==> config.mk <==
export PLATFORM = sky130hd
export DESIGN_NAME = astable_555
export DESIGN_NICKNAME = d
export VERILOG_FILES = /design/src/rtl/ic_555_pkg.sv /design/src/rtl/astable_555.sv
export SDC_FILE = /design/constraint.sdc
export NUM_CORES = 1
export LEC_CHECK = 0
export BUFFER_PORTS_ARGS = -buffer_cell sky130_fd_sc_hd__clkbuf_2
export CELL_PAD_IN_SITES_DETAIL_PLACEMENT = 1
export CELL_PAD_IN_SITES_GLOBAL_PLACEMENT = 1
export CORE_ASPECT_RATIO = 0.7
export CORE_MARGIN = 3
export CORE_UTILIZATION = 25
export DETAILED_ROUTE_END_ITERATION = 7
export PLACE_DENSITY_LB_ADDON = 0.1
export RECOVER_POWER = 25
export SLEW_MARGIN = 20
export SYNTH_ARGS = -nofsm -noshare
export SYNTH_HDL_FRONTEND = slang
export SYNTH_SLANG_ARGS = --single-unit
==> constraint.sdc <==
create_clock -name CLK -period 4.9 [get_ports CLK]
set_input_delay 0.49 -clock CLK [delete_from_list [all_inputs] [get_ports CLK]]
set_output_delay 0.49 -clock CLK [all_outputs]
set_load 0.01 [all_outputs]
==> src/rtl/ic_555_pkg.sv <==
// Shared types and helpers for the 555-style timer blocks (astable, oneshot).
package ic_555_pkg;

  typedef enum logic [1:0] {
    STOP  = 2'd0,
    FIRST = 2'd1,
    HIGH  = 2'd2,
    LOW   = 2'd3
  } state_t;

  function automatic int count_max(input int a, input int b, input int c);
    int m;
    m = (a > b) ? a : b;
    return (m > c) ? m : c;
  endfunction

endpackage

==> src/rtl/astable_555.sv <==
// Clocked 555 astable model: FIRST charge from 0 V, then alternating HIGH/LOW phases.
module astable_555
  import ic_555_pkg::*;
#(
    parameter int HIGH_COUNTS  = 1000,
    parameter int LOW_COUNTS   = 1000,
    parameter int FIRST_COUNTS = 1500
) (
    input  logic CLK,
    input  logic RESET,
    input  logic EN,
    output logic OUT,
    output logic TRG_N,
    output logic PERIOD_END
);

    localparam int CW = $clog2(count_max(HIGH_COUNTS, LOW_COUNTS, FIRST_COUNTS));
    localparam logic [CW-1:0] FIRST_END = CW'(FIRST_COUNTS - 1);
    localparam logic [CW-1:0] HIGH_END  = CW'(HIGH_COUNTS - 1);
    localparam logic [CW-1:0] LOW_END   = CW'(LOW_COUNTS - 1);

    state_t        r_state, w_state_nxt;
    logic [CW-1:0] r_cnt, w_cnt_nxt;
    logic          r_out, r_trg_n, r_pe;

    always_comb begin
        w_state_nxt = r_state;
        w_cnt_nxt   = r_cnt + 1'b1;
        if (!EN) begin
            w_state_nxt = STOP;
            w_cnt_nxt   = '0;
        end else begin
            case (r_state)
                STOP: begin
                    w_state_nxt = FIRST;
                    w_cnt_nxt   = '0;
                end
                FIRST: if (r_cnt == FIRST_END) begin
                    w_state_nxt = LOW;
                    w_cnt_nxt   = '0;
                end
                HIGH: if (r_cnt == HIGH_END) begin
                    w_state_nxt = LOW;
                    w_cnt_nxt   = '0;
                end
                LOW: if (r_cnt == LOW_END) begin
                    w_state_nxt = HIGH;
                    w_cnt_nxt   = '0;
                end
                default: begin
                    w_state_nxt = STOP;
                    w_cnt_nxt   = '0;
                end
            endcase
        end
    end

    // Outputs are registered from the next state so they line up with r_state.
    always_ff @(posedge CLK or posedge RESET) begin
        if (RESET) begin
            r_state <= STOP;
            r_cnt   <= '0;
            r_out   <= 1'b0;
            r_trg_n <= 1'b1;
            r_pe    <= 1'b0;
        end else begin
            r_state <= w_state_nxt;
            r_cnt   <= w_cnt_nxt;
            r_out   <= (w_state_nxt == FIRST) || (w_state_nxt == HIGH);
            r_trg_n <= !((w_state_nxt == LOW) && ((r_state == FIRST) || (r_state == HIGH)));
            r_pe    <= (w_state_nxt == LOW) && (w_cnt_nxt == LOW_END);
        end
    end

    assign OUT        = r_out;
    assign TRG_N      = r_trg_n;
    assign PERIOD_END = r_pe;

endmodule

==> results of run 1 <==
## power groups by stage
stage | combinational [mW] | sequential [mW] | clock (mW)
after global placement | 0.0233 | 0.140 | 0
after floorplan | 0.0161 | 0.140 | 0
after detailed placement | 0.0221 | 0.140 | 0
final | 0.0218 | 0.138 | 0.121
after global routing | 0.0251 | 0.138 | 0.131
after CTS | 0.0224 | 0.138 | 0.127
## synth_stat cells
| library cell | count |
|---|---|
| o21ai_0 | 1 |
| buf_6 | 1 |
| ha_1 | 7 |
| nor3_1 | 4 |
| a32oi_2 | 1 |
| xnor2_1 | 4 |
| a21oi_1 | 1 |
| nor4_1 | 1 |
| and2_1 | 1 |
| inv_1 | 5 |
| dfrtp_1 | 15 |
| nand2_1 | 6 |
| or4_1 | 1 |
| nand3_1 | 5 |
| nor3b_1 | 1 |
| xor2_1 | 5 |
| and4_2 | 1 |
| a21bo_2 | 1 |
| nor2_1 | 15 |
| a2111oi_2 | 1 |
| dfstp_2 | 1 |
| a211oi_1 | 1 |
| buf_4 | 3 |
| nand4b_1 | 3 |
| nand2b_1 | 1 |
| or3_4 | 1 |
| nand4_1 | 3 |
| a311oi_1 | 1 |
| or4b_1 | 1 |
## worst max path at each step
stage,to,cells past startpoint,startpoint
after floorplan,PERIOD_END,7,r_cnt[3]
after global placement,PERIOD_END,6,r_cnt[3]
after detailed placement,PERIOD_END,6,r_cnt[3]
after CTS,PERIOD_END,6,r_cnt[3]
after global routing,PERIOD_END,8,r_cnt[0]
final,PERIOD_END,6,r_cnt[3]
## state kept, by name, indices dropped and copies added (netlist names)
name	cells
TRG_N	1
r_cnt	11
OUT	1
PERIOD_END	1
r_state	2
## kinds of logic (layout without fill, tap and decap cells)
family | Yosys count | in the layout | synth area share, %
AND/OR/NAND/NOR | 44 | 44 | 25.4
adder cells (fa/ha/maj) | 7 | 7 | 9.50
buffers and inverters | 9 | 14 | 5.70
flip-flops | 16 | 16 | 43.6
AO/OA/AOI/OAI | 7 | 7 | 7.33
XOR/XNOR | 9 | 9 | 8.55
## per-layer routing
metal	track usage (%)	part of all wire (%)	routed length, um	vias up
met5	0	0	0	-
met4	2.99	0.58	12	0
met3	3.85	4.6	95	2
met2	13.3	38	783	13
met1	16.2	57	1190	329
li1	-	-	-	327
## critical path, stage by stage, from the launching register on
cell,delay [ns]
dfrtp_1,0.45
or4b_1,0.60
or3_4,0.42
a211oi_1,0.34
ha_1,0.24
nand4b_1,0.12
a311oi_1,0.26
## area by class of cell
class | instances | area share (%)
Multi-Input combinational cell | 67 | 45.6
Tap cell | 47 | 5.72
Inverter | 5 | 1.83
Clock buffer | 4 | 5.36
Sequential cell | 16 | 39.1
Timing Repair Buffer | 5 | 2.44
## placed cells by master, fill, tap and decap left out, types with 3 or more instances in the layout
cell,count
nor2_1,15
dfrtp_1,15
xor2_1,5
xnor2_1,4
nand4_1,3
nand2_1,6
ha_1,7
nand3_1,5
inv_1,5
nand4b_1,3
clkbuf_8,4
clkbuf_2,5
nor3_1,4
==> flow_summary.toml, run 1 <==
[status]
status = "complete, no violations"

[cts]
postCtsResizedCells = 0
post_cts.repair.setup_buffers = 0
cts_tree = "yes"
cts_buffers = 3
cts.clk_slew.worst_paths_ns = 0.07
cts_buffer_depth = 2
clk_latency_ns = 0.25
root_buffer = "clkbuf_8"
htree_levels = 1
holdBufCountCts = 0
cts.sinks = 16

[floorplanning]
die_w_um = 78.6
die-area_um2 = 4470
core-area_um2 = 3340
start_util_pct = 27.6
io_pins = 6
rows = 17
die_y_um = 56.8

[sta]
fin_crit_sh_pct = 51.7
fin_tns_setup_ns = 0
hold_ws_ns = 0.297
slew_headroom_pct = 52.5
max_clock_freq_mhz = 395
layout_setup_ws_ns = 2.37
finalHoldViolations = 0
skew_ns = 0.00169
min_period_ns = 2.53
tightest_slew_ns = 0.712
maxSlewViolCount = 0
rsz0062_at_grt = "false"
setup_viol = 0

[grt]
antenna_found_initial = 0
grt_pass1_wl_um = 3530
grt_pass1_vias = 695
grt_remaining_overflow = 0
grt_usage_pct = 10.6
grt_max_degree = 17

[power]
p_clk_share_pct = 43.0
leakagePower_nw = 0.403
power.density_nw_per_um2 = 273
combPwrFrac_pct = 7.8
peakVddDrop_mv = 0.0810
p_switching_mw = 0.0658
power_mw = 0.280
internal_power_mw = 0.215
seq_power_share_pct = 49.2
swShare_pct = 23.5

[critical_path]
cp_data_required_time_ns = 5.05
crit_fanout = 7
timing.reg2reg.setup_slack_ns = 2.37
regToRegEndpoint = "PERIOD_END"
rr_startpoint = "r_cnt[3]"
endpoint_kind = "flip-flop"
critPathArrivalTime_ns = 2.69
crit_path_start_kind = "flip-flop"
worstSetupPathType = "reg2reg"
rr_worst_depth = 6

[synth]
synth_area_per_cell_um2 = 10.0
synthCells = 92
syn_nets = 102
yosysWarnings = 0
synthDistinctLibCells = 29
syn-cell-area_um2 = 922
ys_top_cells_by_area = "dfrtp_1 41%, ha_1 9.5%, nor2_1 6.1%"
ys_ff_latch = 16
ys_seq_area_share_pct = 43.6
yosys.area.top_type = "dfrtp_1"
synth_top_cell_area_share_pct = 40.7

[routing]
dr.pass1.iters = 4
num_vias = 671
ant_nets = 0
wl_um = 2080
drtIter0Drc = 66
drc = 0
wl_per_cell_um = 14.4
viasPerCell = 4.66

[layout]
antenna_cells = 0
multi_input_area_um2 = 468
layout-drive-gt1-share_pct = 15.5
seqCellArea_um2 = 402
post-route-cell-area_um2 = 1030
nFillCells = 384
fin_util_pct = 30.8
stdcell_count = 144
fin_nets = 108
syn_to_final_growth_pct = 11.4

[run]
maxCapViolCount = 0

[place]
dp_slack_ns = 2.36
place_inst = 140
portBuffers = 5
place_area_um2 = 972
place_congestion = 0.683
place_hpwl_um = 1550

[hold_path]
min_path_type = "in2async"
Power figures use the tool's default switching activity.
==> inputs of run 2 (changes only) <==
==> constraint.sdc (replaced) <==
create_clock -name CLK -period 2.59 [get_ports CLK]
set_input_delay 0.259 -clock CLK [delete_from_list [all_inputs] [get_ports CLK]]
set_output_delay 0.259 -clock CLK [all_outputs]
set_load 0.01 [all_outputs]
==> flow_summary.toml, run 2 (synthesized netlist as in run 1, its figures left out) <==
[cts]
root_buffer = "clkbuf_8"
cts_buffer_depth = 2
clk_latency_ns = 0.25
cts_buffers = 3
holdBufCountCts = 0
postCtsResizedCells = 0
cts.sinks = 16
cts.clk_slew.worst_paths_ns = 0.07
cts_tree = "yes"
post_cts.repair.setup_buffers = 0
htree_levels = 1

[layout]
layout-drive-gt1-share_pct = 22.9
antenna_cells = 0
fin_nets = 116
largest_register_ffs = 11
mostFrequentLayoutCells = "15 x dfrtp_1, 15 x nor2_1, 8 x buf_4"
syn_to_final_growth_pct = 18.3
regMostFlops = "r_cnt"
reg_top3 = "r_cnt (11), r_state (2)"
fin_util_pct = 32.7

[routing]
wl_um = 2170
dr_wl_met2_um = 872
met3_length_um = 74
wl_per_cell_um = 14.3
drc = 0
num_vias = 701
drtIter0Drc = 25
wl_met1_um = 1210
ant_nets = 0
viasPerCell = 4.61
dr.pass1.iters = 5
highest-signal-layer = "met4"

[floorplanning]
die-area_um2 = 4470
die_y_um = 56.8
rows = 17
core-area_um2 = 3340
start_util_pct = 27.6
io_pins = 6
die_w_um = 78.6

[sta]
setup_viol = 0
max_clock_freq_mhz = 417
finalHoldViolations = 0
skew_ns = 0.00354
maxSlewViolCount = 0
tightest_slew_ns = 0.670
fin_tns_setup_ns = 0
slew_headroom_pct = 55.3
layout_setup_ws_ns = 0.190
min_period_ns = 2.40
fin_crit_sh_pct = 92.7
hold_ws_ns = 0.0800
rsz0062_at_grt = "false"

[critical_path]
critPathArrivalTime_ns = 2.53
worstSetupPathType = "reg2reg"
crit_path_start_kind = "flip-flop"
crit_fanout = 6
rr_worst_depth = 7
timing.reg2reg.setup_slack_ns = 0.19
regToRegEndpoint = "PERIOD_END"
cp_data_required_time_ns = 2.72
endpoint_kind = "flip-flop"
rr_startpoint = "r_cnt[4]"

[status]
status = "complete, no violations"

[grt]
grt_max_degree = 17
grt_pass1_vias = 744
grt_remaining_overflow = 0
grt_usage_pct = 11.5
antenna_found_initial = 0
grt_pass1_wl_um = 3950

[power]
leakagePower_nw = 0.444
peakVddDrop_mv = 0.206
power.density_nw_per_um2 = 490

[place]
portBuffers = 5
place_hpwl_um = 1660
dp_slack_ns = 0.184
place_congestion = 0.751

[run]
maxCapViolCount = 0

[hold_path]
min_path_type = "in2async"
-- run 2: area by class of cell --
type,instances,area [um2]
repair buffers,13,85.1
inverters,5,18.8
clock buffers,4,55.1
well taps,47,58.8
flip-flops and latches,16,402
multi-input cells,67,472
fillers,402,2250
-- run 2: routing by layer --
layer / global-route usage, % / vias to the layer above
li1: - / 342
met1: 17.5 / 348
met2: 15.4 / 9
met3: 3.85 / 2
met4: 2.24 / 0
met5: 0 / -
-- run 2: worst max-delay path, stage by stage (launching register included) --
cell and delay [ns]:
dfrtp_1 0.44, or4b_1 0.51, or3_4 0.41, a2111oi_2 0.41, a211oi_1 0.13, ha_1 0.23
nand4b_1 0.09, a311oi_1 0.05
-- run 2: worst max-delay path by stage --
| stage | cells after the start | end | startpoint |
|---|---|---|---|
| finish | 7 | PERIOD_END | r_cnt[4] |
| CTS | 7 | PERIOD_END | r_cnt[4] |
| detailed placement | 7 | PERIOD_END | r_cnt[4] |
| global route | 7 | PERIOD_END | r_cnt[4] |
| floorplan | 7 | PERIOD_END | r_cnt[3] |
| global placement | 8 | PERIOD_END | r_cnt[1] |
-- run 2: stage by stage --
stage	power (mW)	instances	instance area [um2]
5_1_grt	0.563	152	1090
3_3_place_gp	0.314	148	1030
2_1_floorplan	0.296	92	922
4_1_cts	0.546	152	1090
6_report	0.534	152	1090
3_5_place_dp	0.314	148	1030
-- run 2: where the power goes --
part | switching, mW | internal, mW | total, mW | leakage, nW
clock network | 0.0907 | 0.135 | 0.226 | 0.0288
logic | 0.0295 | 0.0192 | 0.0488 | 0.198
registers | 0.00414 | 0.256 | 0.260 | 0.217
